**config.mk**
```make
export PLATFORM = sky130hd
export DESIGN_NAME = instruction_encoder
export DESIGN_NICKNAME = d
export VERILOG_FILES = /design/src/rtl/instruction_encoder.sv
export SDC_FILE = /design/constraint.sdc
export NUM_CORES = 1
export LEC_CHECK = 0
export BUFFER_PORTS_ARGS = -buffer_cell sky130_fd_sc_hd__clkbuf_2
export CAP_MARGIN = 30
export CORE_UTILIZATION = 49
export CTS_CLUSTER_DIAMETER = 50
export DETAILED_ROUTE_END_ITERATION = 10
export PLACE_DENSITY = 0.89
export RECOVER_POWER = 25
export SLEW_MARGIN = 40
export SYNTH_ARGS = -nofsm -noshare
export SYNTH_HDL_FRONTEND = slang
export SYNTH_SLANG_ARGS = --single-unit
```
**constraint.sdc**
```tcl
create_clock -name clk -period 2.6 [get_ports clk]
set_input_delay 0.13 -clock clk [delete_from_list [all_inputs] [get_ports clk]]
set_output_delay 0.13 -clock clk [all_outputs]
set_load 0.1 [all_outputs]
```
**src/rtl/instruction_encoder.sv**
```systemverilog
// RV32I field-bundle to instruction-word encoder with a running byte address; one output register stage (accept at edge N, valid after N).
// in_ready = !out_valid | out_ready; a stalled word holds instr/addr/err stable; restart drops it and rewinds the address.
module instruction_encoder #(
    parameter logic [31:0] BASE_ADDR = 32'h0000_0000
) (
    input  logic        clk,
    input  logic        rst_n,
    input  logic        restart,
    input  logic        in_valid,
    output logic        in_ready,
    input  logic [2:0]  fmt,
    input  logic [6:0]  opcode,
    input  logic [4:0]  rd,
    input  logic [4:0]  rs1,
    input  logic [4:0]  rs2,
    input  logic [2:0]  funct3,
    input  logic [6:0]  funct7,
    input  logic [31:0] imm,
    output logic        out_valid,
    input  logic        out_ready,
    output logic [31:0] out_instr,
    output logic [31:0] out_addr,
    output logic        out_err,
    output logic [7:0]  err_count
);

    localparam logic [31:0] NOP_INSTR = 32'h0000_0013;

    typedef enum logic [2:0] {
        FMT_R     = 3'd0,
        FMT_I     = 3'd1,
        FMT_S     = 3'd2,
        FMT_B     = 3'd3,
        FMT_U     = 3'd4,
        FMT_J     = 3'd5,
        FMT_ISHFT = 3'd6,
        FMT_RSV   = 3'd7
    } fmt_e;

    fmt_e fmt_sel;
    assign fmt_sel = fmt_e'(fmt);

    // Signed range checks reduce to "all bits above the field equal the field's sign bit".
    logic imm_fits12;
    logic imm_fits13;
    logic imm_fits21;
    logic imm_even;
    logic imm_low12_zero;
    logic imm_shamt_ok;

    assign imm_fits12     = (&imm[31:11]) | ~(|imm[31:11]);
    assign imm_fits13     = (&imm[31:12]) | ~(|imm[31:12]);
    assign imm_fits21     = (&imm[31:20]) | ~(|imm[31:20]);
    assign imm_even       = ~imm[0];
    assign imm_low12_zero = ~(|imm[11:0]);
    assign imm_shamt_ok   = ~(|imm[31:5]);

    logic [31:0] enc_instr;
    logic        enc_err;

    always_comb begin
        enc_instr = NOP_INSTR;
        enc_err   = 1'b0;
        case (fmt_sel)
            FMT_R: begin
                enc_instr = {funct7, rs2, rs1, funct3, rd, opcode};
            end
            FMT_I: begin
                enc_instr = {imm[11:0], rs1, funct3, rd, opcode};
                enc_err   = ~imm_fits12;
            end
            FMT_S: begin
                enc_instr = {imm[11:5], rs2, rs1, funct3, imm[4:0], opcode};
                enc_err   = ~imm_fits12;
            end
            FMT_B: begin
                enc_instr = {imm[12], imm[10:5], rs2, rs1, funct3, imm[4:1], imm[11], opcode};
                enc_err   = ~(imm_fits13 & imm_even);
            end
            FMT_U: begin
                enc_instr = {imm[31:12], rd, opcode};
                enc_err   = ~imm_low12_zero;
            end
            FMT_J: begin
                enc_instr = {imm[20], imm[10:1], imm[11], imm[19:12], rd, opcode};
                enc_err   = ~(imm_fits21 & imm_even);
            end
            FMT_ISHFT: begin
                enc_instr = {funct7, imm[4:0], rs1, funct3, rd, opcode};
                enc_err   = ~imm_shamt_ok;
            end
            default: begin
                enc_err = 1'b1;
            end
        endcase
        if (enc_err) begin
            enc_instr = NOP_INSTR;
        end
    end

    logic        out_valid_q, out_valid_d;
    logic [31:0] out_instr_q, out_instr_d;
    logic [31:0] out_addr_q,  out_addr_d;
    logic        out_err_q,   out_err_d;
    logic [7:0]  err_count_q, err_count_d;

    logic accept;
    logic out_hs;

    // Restart (and reset) blocks acceptance so a dropped stream cannot leak a word.
    assign in_ready = rst_n & ~restart & (~out_valid_q | out_ready);
    assign accept   = in_valid & in_ready;
    assign out_hs   = out_valid_q & out_ready & ~restart;

    always_comb begin
        out_valid_d = out_valid_q;
        out_instr_d = out_instr_q;
        out_addr_d  = out_addr_q;
        out_err_d   = out_err_q;
        err_count_d = err_count_q;
        if (restart) begin
            out_valid_d = 1'b0;
            out_addr_d  = BASE_ADDR;
        end else begin
            if (out_hs) begin
                out_valid_d = 1'b0;
                out_addr_d  = out_addr_q + 32'd4;
                if (out_err_q && (err_count_q != 8'hFF)) begin
                    err_count_d = err_count_q + 8'd1;
                end
            end
            if (accept) begin
                out_valid_d = 1'b1;
                out_instr_d = enc_instr;
                out_err_d   = enc_err;
            end
        end
    end

    always_ff @(posedge clk) begin
        if (!rst_n) begin
            out_valid_q <= 1'b0;
            out_instr_q <= 32'h0000_0000;
            out_addr_q  <= BASE_ADDR;
            out_err_q   <= 1'b0;
            err_count_q <= 8'h00;
        end else begin
            out_valid_q <= out_valid_d;
            out_instr_q <= out_instr_d;
            out_addr_q  <= out_addr_d;
            out_err_q   <= out_err_d;
            err_count_q <= err_count_d;
        end
    end

    assign out_valid = out_valid_q;
    assign out_instr = out_instr_q;
    assign out_addr  = out_addr_q;
    assign out_err   = out_err_q;
    assign err_count = err_count_q;

endmodule

```
# Yosys cells after proc, flatten, opt, wreduce, memory -nomap -nowiden
# Cells that the tools add are included.
classes:
  add_sub_neg: 2
  n_eq_ne: 7
  mux: 5
  n_bitwise: 21
  n_reduce_logical: 15
op_table:
  columns: ["operator", "n"]
  rows:
  - ["32-bit case mux with 7 select lines", 1]
  - ["32-bit by 3-bit adder with 32-bit output (second input constant)", 1]
  - ["32-bit 2-to-1 mux", 1]
  - ["27-bit OR reduction", 1]
  - ["12-bit OR reduction", 2]
  - ["21-bit AND reduction", 1]
  - ["21-bit OR reduction", 1]
  - ["20-bit AND reduction", 1]
  - ["20-bit OR reduction", 1]
  - ["12-bit AND reduction", 1]
  - ["1-bit inverter", 10]
  - ["3-bit == test (second input constant)", 3]
  - ["8-bit by 1-bit adder with 8-bit output (second input constant)", 1]
  - ["8-bit inequality test (second input constant)", 1]
  - ["1-bit bitwise AND", 7]
  - ["3-bit by 2-bit == test with 1-bit output (second input constant)", 2]
  - ["1-bit case mux with 6 select lines", 1]
  - ["1-bit OR", 4]
  - ["2-bit OR reduction", 2]
  - ["3-bit by 1-bit == test with 1-bit output (second input constant)", 1]
  - ["3-bit logical NOT", 1]
  - ["3-bit AND reduction", 1]
  - ["1-bit 2-to-1 mux", 2]
  - ["2-bit AND reduction", 1]
  - ["2 further kinds", 2]
totals:
  register_bits: 74
  input_bits: 72

# Depth between registers and ports, before layout
# Gate-level depths: netlist (run 1).
depth:
  ltp_word: 7
  ltp_mapped: 9
  mapped_depth_nobuf: 6

# Least setup slack after synthesis (run 1)
# OpenSTA, ideal clock, no wires.
synth_path:
  kind: "reg2reg"
  from: "reg out_valid_q (netlist: out_valid)"
  to: "reg out_instr_q[17] (netlist: out_instr[17])"
  setup_time_ns: 0.119
  arrival_time_ns: 3.256
  t_required_ns: 2.481
  path_slack_ns: -0.775
  stages_incl_launch_ff: 9
  path_buffers: 2
  period_less_slack_ns: 3.375
  path_cell_list: "dfxtp_1 > nor2b_1 > nor2_1 > nand2_1 > and2_1 > clkbuf_1 > clkbuf_1 > nand2_1 > o21ai_2"
synth_via:
  elab_chain_cells: 5
synth_rtl:
  columns: ["item", "line", "text"]
  rows:
  - ["start: declaration", "101", "logic out_valid_q, out_valid_d;"]
  - ["start signal: assignment", "148", "out_valid_q <= out_valid_d;"]
  - ["1-bit inverter", "111", "assign in_ready = rst_n & ~restart & (~out_valid_q | out_ready);"]
  - ["1-bit OR", "111", null]
  - ["1-bit bitwise AND", "111", null]
  - ["named net in_ready", "10", "output logic in_ready,"]
  - ["1-bit bitwise AND", "112", "assign accept = in_valid & in_ready;"]
  - ["2-bit AND reduction (no line)", null, null]
  - ["end signal: assignment", "149", "out_instr_q <= out_instr_d;"]
  - ["end: declaration", "102", "logic [31:0] out_instr_q, out_instr_d;"]
# The timed path passes the listed nets, and every way through them passes these cells.
# A chain may end at the register's enable or synchronous reset.

# Final worst setup path (run 1)
layout_path:
  from: "reg out_valid_q (netlist: out_valid)"
  to: "reg out_addr_q[29] (netlist: out_addr[29])"
layout_via:
  elab_chain_cells: 2
layout_rtl:
  columns: ["item", "line", "text"]
  rows:
  - ["1-bit bitwise AND (2 in a row)", "113", "assign out_hs = out_valid_q & out_ready & ~restart;"]
  - ["end signal: assignment", "150", "out_addr_q <= out_addr_d;"]
  - ["end: declaration", "103", "logic [31:0] out_addr_q, out_addr_d;"]
# Every way passes these cells.

==> results of run 1 <==
cells in the mapped netlist, drive strengths merged, types with 2 or more instances:
cell	number
nand4	12
nand2	55
nor4	9
o211ai	2
inv	6
nor3b	3
or4	2
xnor2	15
or2	2
a21oi	21
a22oi	13
a211oi	6
clkbuf	12
nand2b	3
and3	6
a41oi	2
o221a	3
ha	2
nand3	12
and2	10
a221oi	5
nor2	56
and4	5
o21ai	39
nand4b	2
xor2	17
buf	10
nor3	3
dfxtp	72
mux2i	14
or3	5
nor2b	6
stage by stage:
| stage | instance area (µm²) | std cells | total power, W |
|---|---|---|---|
| after floorplan | 3700 | 439 | 0.00143 |
| after global placement | 4490 | 668 | 0.00154 |
| after detailed placement | 4490 | 668 | 0.00155 |
| after CTS | 4720 | 687 | 0.00243 |
| after global routing | 4680 | 687 | 0.00251 |
| final | 4680 | 687 | 0.00241 |
final cells by class:
type | instances | area, µm²
Inverter | 7 | 26.3
Timing Repair Buffer | 155 | 773
Clock buffer | 10 | 128
Multi-Input combinational cell | 338 | 2120
Clock inverter | 6 | 67.6
Fill cell | 634 | 2570
Tap cell | 99 | 124
Sequential cell | 72 | 1440
report_power, final:
| group | internal (W) | total (W) | switching, W |
|---|---|---|---|
| Sequential | 0.00112 | 0.00113 | 0.0000100 |
| Combinational | 0.000114 | 0.000403 | 0.000289 |
| Clock | 0.000448 | 0.000880 | 0.000432 |
flip-flops by register name (all words and copies together), names as in the netlist:
register and cells:
out_valid 1, out_addr 30, out_instr 32, err_count 8
out_err 1
kinds of logic after synthesis:
family,Yosys count,synth area share
simple gates,192,0.257
buf+inv,29,0.0383
other cells,1,0.00102
flops,72,0.391
mux,14,0.0380
fa+ha+maj,2,0.00678
xor+xnor,32,0.0759
compound gates,96,0.193
routing by layer:
| metal | part of all wire | global-route usage |
|---|---|---|
| met1 | 0.42 | 0.308 |
| met2 | 0.48 | 0.425 |
| met3 | 0.080 | 0.0718 |
| met4 | 0.018 | 0.0924 |
| met5 | 0 | 0 |
what timing repair did:
| action | 4_1_cts | 5_1_grt |
|---|---|---|
| endpoints found under the hold margin | 3 | 0 |
| hold buffers | 3 | 0 |
| setup buffers | 0 | 0 |
worst register-to-register path, cell delays in order, from the launching register on:
cell and delay [ns]:
dfxtp_1 0.43, nand4b_1 0.22, nor4_1 0.67, nand2_1 0.22, nor4_1 0.35, xnor2_1 0.16, nor2_1 0.06
final timing paths:
kind | start | end | slack [ns] | cells past startpoint
worst max-delay path | out_valid | out_addr[29] | 0.38 | 6
worst min register to register | out_instr[12] | out_instr[12] | 0.46 | 2
worst min-delay path | opcode[3] | out_instr[3] | 0.03 | 3
worst max register to register | out_valid | out_addr[29] | 0.38 | 6
==> metrics.md, run 1 <==
| Metric | Value |
|---|---|
| Status | complete, no violations |
| Netlist cell types | 46 |
| Fin Setup TNS | 0 ns |
| Sequential fraction of the synthesis area | 0.391 |
| Starting Density | 0.509 |
| Grt ovf | 0 |
| Die Width | 88.8 µm |
| Boundary pin count | 147 |
| CP Data Arrival Time | 2.46 ns |
| Post-synth EDFFs | 0 |
| Largest net degree at the start of global routing | 32 |
| Most frequent cells in the layout | clkbuf_2, dfxtp_1, nor2_1, nand2_1, clkbuf_1 |
| CP Capture Type | flip-flop |
| Routability congestion estimate | 0.881 |
| Worst-path maximum fanout | 7 |
| Area grow syn2layout | 26.8% |
| Synth warn | 0 |
| Most frequent CP cell | nor4_1 |
| Clock sinks | 72 |
| Max_slew headroom | 0.171 |
| CP required | 2.84 ns |
| Post-Syn Area | 3690 µm² |
| DRC Markers | 0 |
| Final-report hold violation count | 0 |
| Fin crit period | 2.22 ns |
| Top-area cell type share of the netlist area | 0.391 |
| Layout Skew | 0.00988 ns |
| Number of port buffers | 144 |
| WL per Instance | 14.2 µm |
| Peak supply drop | 0.000220 V |
| CTS Buf Count | 9 |
| Proportion of layout cells with a drive suffix above 1 | 0.296 |
| Slew Limit Fails | 0 |
| Critical path type | reg -> reg |
| First-pass GRT wire length | 15.1 mm |
| Tightest Hold Check Type | in -> reg |
| Worst Setup Start Kind | flip-flop |
| Initial antenna violation count | 0 |
| Post-Place Setup Slack | 0.400 ns |
| Syn avg cell area | 8.43 µm² |
| Critical path's largest stage delay | 0.67 ns |
| Nets@finish | 657 |
| Post-synth ARST share | 0 |
| CP bufs+invs | 0 |
| Core area | 7250 µm² |
| Initial DRC Count | 146 |
| PwrDens | 515 nW/µm² |
| Most used DFF post-synth | dfxtp_1 |
| RSZ-0062 raised after global routing | no |
| CTS tree | built |
| Final WS setup | 0.381 ns |
| DRT Wirelength | 9.75 mm |
| Area contributors post-synth | dfxtp_1, o21ai_2, nor2_1 |
| Total number of vias | 3773 |
| Synth Register Bits | 72 |
| Worst hold slack | 0.0274 ns |
| Clock transition at the registers of the reported paths | 0.08 ns |
| Commonest non-fill, non-tap cell in the layout | clkbuf_2 |
| Cell family with most CP delay | simple AND/OR/NAND/NOR gates |
| CTS H-tree depth | 3 |
| Post-Synthesis Cells | 438 |
| Die H | 88.8 µm |
| Lkg Pwr | 1.95 nW |
| Max-Cap Viols | 0 |
| Root Driver | clkbuf_8 |
| Post-layout util | 0.645 |
| Fmax | 0.451 GHz |
| GRT Total Usage | 0.253 |
| Vias per Instance | 5.49 |
| Vias in the first global route | 3301 |
| Die area | 7880 µm² |
| # setup viols final | 0 |
| Row cnt | 31 |
| Final Cycle Share | 0.853 |
| CP Cell Sequence | nand4b_1 > nor4_1 > nand2_1 > nor4_1 > xnor2_1 > nor2_1 |
| Actual slew at the worst max-slew pin | 1.25 ns |
| DRT Pass-1 Iters | 5 |
| DP HPWL | 7.51 mm |
| Leading area contributor after synthesis | dfxtp_1 |
| ANT cells | 0 |
| Post-cts sizing count | 0 |
| Longest Clk Path Bufs | 2 |
| Crit-path slowest cell | nor4_1 |
| Antenna viol nets, final | 0 |
| Clock Latency Late Sink | 0.35 ns |
No activity file was read; power rests on OpenSTA's default activity.
==> run 2: changes to the inputs <==
PLACE_DENSITY = 0.81   (was 0.89)
==> metrics.md, run 2 (same netlist as run 1, synthesis figures left out) <==
| Metric | Value |
|---|---|
| Status | complete, no violations |
| Die area | 7880 µm² |
| Worst-path maximum fanout | 7 |
| Met1 global-route usage | 0.321 |
| Die H | 88.8 µm |
| DRT Wirelength | 9.96 mm |
| Most frequent cells in the layout | clkbuf_2, dfxtp_1, nor2_1, nand2_1, clkbuf_1 |
| Clk network pwr share | 0.369 |
| Critical path's largest stage delay | 0.65 ns |
| Lkg Pwr | 1.96 nW |
| Critical path type | reg -> reg |
| Fillers | 633 |
| Logic gate share of total power | 0.166 |
| P_int | 0.00168 W |
| DRT Pass-1 Iters | 5 |
| Max_slew headroom | 0.186 |
| Die Width | 88.8 µm |
| # setup viols final | 0 |
| Actual slew at the worst max-slew pin | 1.23 ns |
| Core area | 7250 µm² |
| Final Cycle Share | 0.849 |
| GRT Total Usage | 0.261 |
| Worst Setup Start Kind | flip-flop |
| Nets@finish | 656 |
| ANT cells | 0 |
| Final-report hold violation count | 0 |
| CP Capture Type | flip-flop |
| Largest net degree at the start of global routing | 32 |
| Clock sinks | 72 |
| Initial DRC Count | 139 |
| Finished Cell Area | 4690 µm² |
| Grt met2 use | 0.437 |
| RSZ-0062 raised after global routing | no |
| Sw power | 0.000742 W |
| Max-Cap Viols | 0 |
| Boundary pin count | 147 |
| Hold path cells | 3 |
| DRC Markers | 0 |
| M3 GR Usage | 0.0681 |
| Vias per Instance | 5.45 |
| Sw frac | 0.307 |
| Reg power frac | 0.465 |
| Max reg flops | 32 |
| Peak supply drop | 0.000309 V |
| Total number of vias | 3741 |
| Most frequent CP cell | nor4_1 |
| Root Driver | clkbuf_8 |
| Vias in the first global route | 3390 |
| CP required | 2.85 ns |
| Placed cell areas | 4500 µm² |
| Post-layout util | 0.646 |
| Crit path depth | 6 |
| Post-cts sizing count | 0 |
| Initial antenna violation count | 0 |
| Clock transition at the registers of the reported paths | 0.09 ns |
| Antenna viol nets, final | 0 |
| First-pass GRT wire length | 15.8 mm |
| Fin Setup TNS | 0 ns |
| Routability congestion estimate | 0.947 |
| Cell family with most CP delay | simple AND/OR/NAND/NOR gates |
| Grt ovf | 0 |
| CP Data Arrival Time | 2.45 ns |
| Clock Latency Late Sink | 0.36 ns |
| Fin crit period | 2.21 ns |
| CTS tree | built |
| Fmax | 0.453 GHz |
| Number of port buffers | 144 |
| Layout Skew | 0.0115 ns |
| Longest Clk Path Bufs | 2 |
| PwrDens | 517 nW/µm² |
| CTS Hold Buffers Added | 3 |
| Grt peak-use layer | met2 |
| CTS Buf Count | 9 |
| CTS H-tree depth | 3 |
| Area grow syn2layout | 26.9% |
| DP HPWL | 7.65 mm |
| Starting Density | 0.509 |
| WL per Instance | 14.5 µm |
| Slew Limit Fails | 0 |
| Crit-path slowest cell | nor4_1 |
| Post-CTS Setup Inserts | 0 |
| Commonest non-fill, non-tap cell in the layout | clkbuf_2 |
| CP Cell Sequence | nand4b_1 > nor4_1 > nand2_1 > nor4_1 > xnor2_1 > nor2_1 |
| CP bufs+invs | 0 |
| Tightest Hold Check Type | in -> reg |
| R2r worst-path depth | 6 |
| Row cnt | 31 |
| Proportion of layout cells with a drive suffix above 1 | 0.295 |
## run 2: cell types whose count changed in the layout (fill, tap and decap cells not counted), sizes merged
cell      previous run  this run
clkinv               2         4
inv                  8         7
buf                  8         7
clkinvlp             2         1
## run 2: metal layers
layer	up-vias	share of wire
met5	-	0
met4	0	0.018
met3	17	0.073
met2	150	0.47
met1	1726	0.44
li1	1848	-
## run 2: power groups by stage
stage               Sequential (W)  Combinational (W)  Clock [W]
global route               0.00113           0.000428   0.000968
CTS                        0.00113           0.000402   0.000911
global placement           0.00115           0.000390          0
detailed placement         0.00115           0.000398          0
floorplan                  0.00126           0.000169          0
finish                     0.00113           0.000401   0.000893
## run 2: final cells by class
cell class	instances	area (µm²)	area share
Multi-Input combinational cell	338	2120	0.452
Sequential cell	72	1440	0.308
Timing Repair Buffer	154	778	0.166
Clock buffer	10	128	0.0272
Tap cell	99	124	0.0264
Clock inverter	6	68.8	0.0147
Inverter	7	26.3	0.00561
## run 2: path summary, 6_finish.rpt
kind,start,endpoint,slack (ns)
hold / removal,opcode[6],out_instr[6],0.02
hold reg to reg,out_instr[15],out_instr[15],0.46
setup reg to reg,out_valid,out_addr[29],0.39
setup / recovery,out_valid,out_addr[29],0.39
## run 2: metrics by stage
step | power [W] | setup WS (ns) | hold slack, ns | std cells
final | 0.00242 | 0.394 | 0.0158 | 686
after global placement | 0.00154 | 0.380 | 0.369 | 667
after global routing | 0.00253 | 0.187 | 0.00181 | 686
after CTS | 0.00244 | 0.412 | 0.00709 | 686
after floorplan | 0.00143 | 0.0159 | 0.251 | 439
after detailed placement | 0.00155 | 0.311 | 0.375 | 667
## run 2: worst register-to-register path, cell delays in order (launching register included)
cell	delay (ns)
dfxtp_1	0.43
nand4b_1	0.22
nor4_1	0.65
nand2_1	0.23
nor4_1	0.36
xnor2_1	0.16
nor2_1	0.05
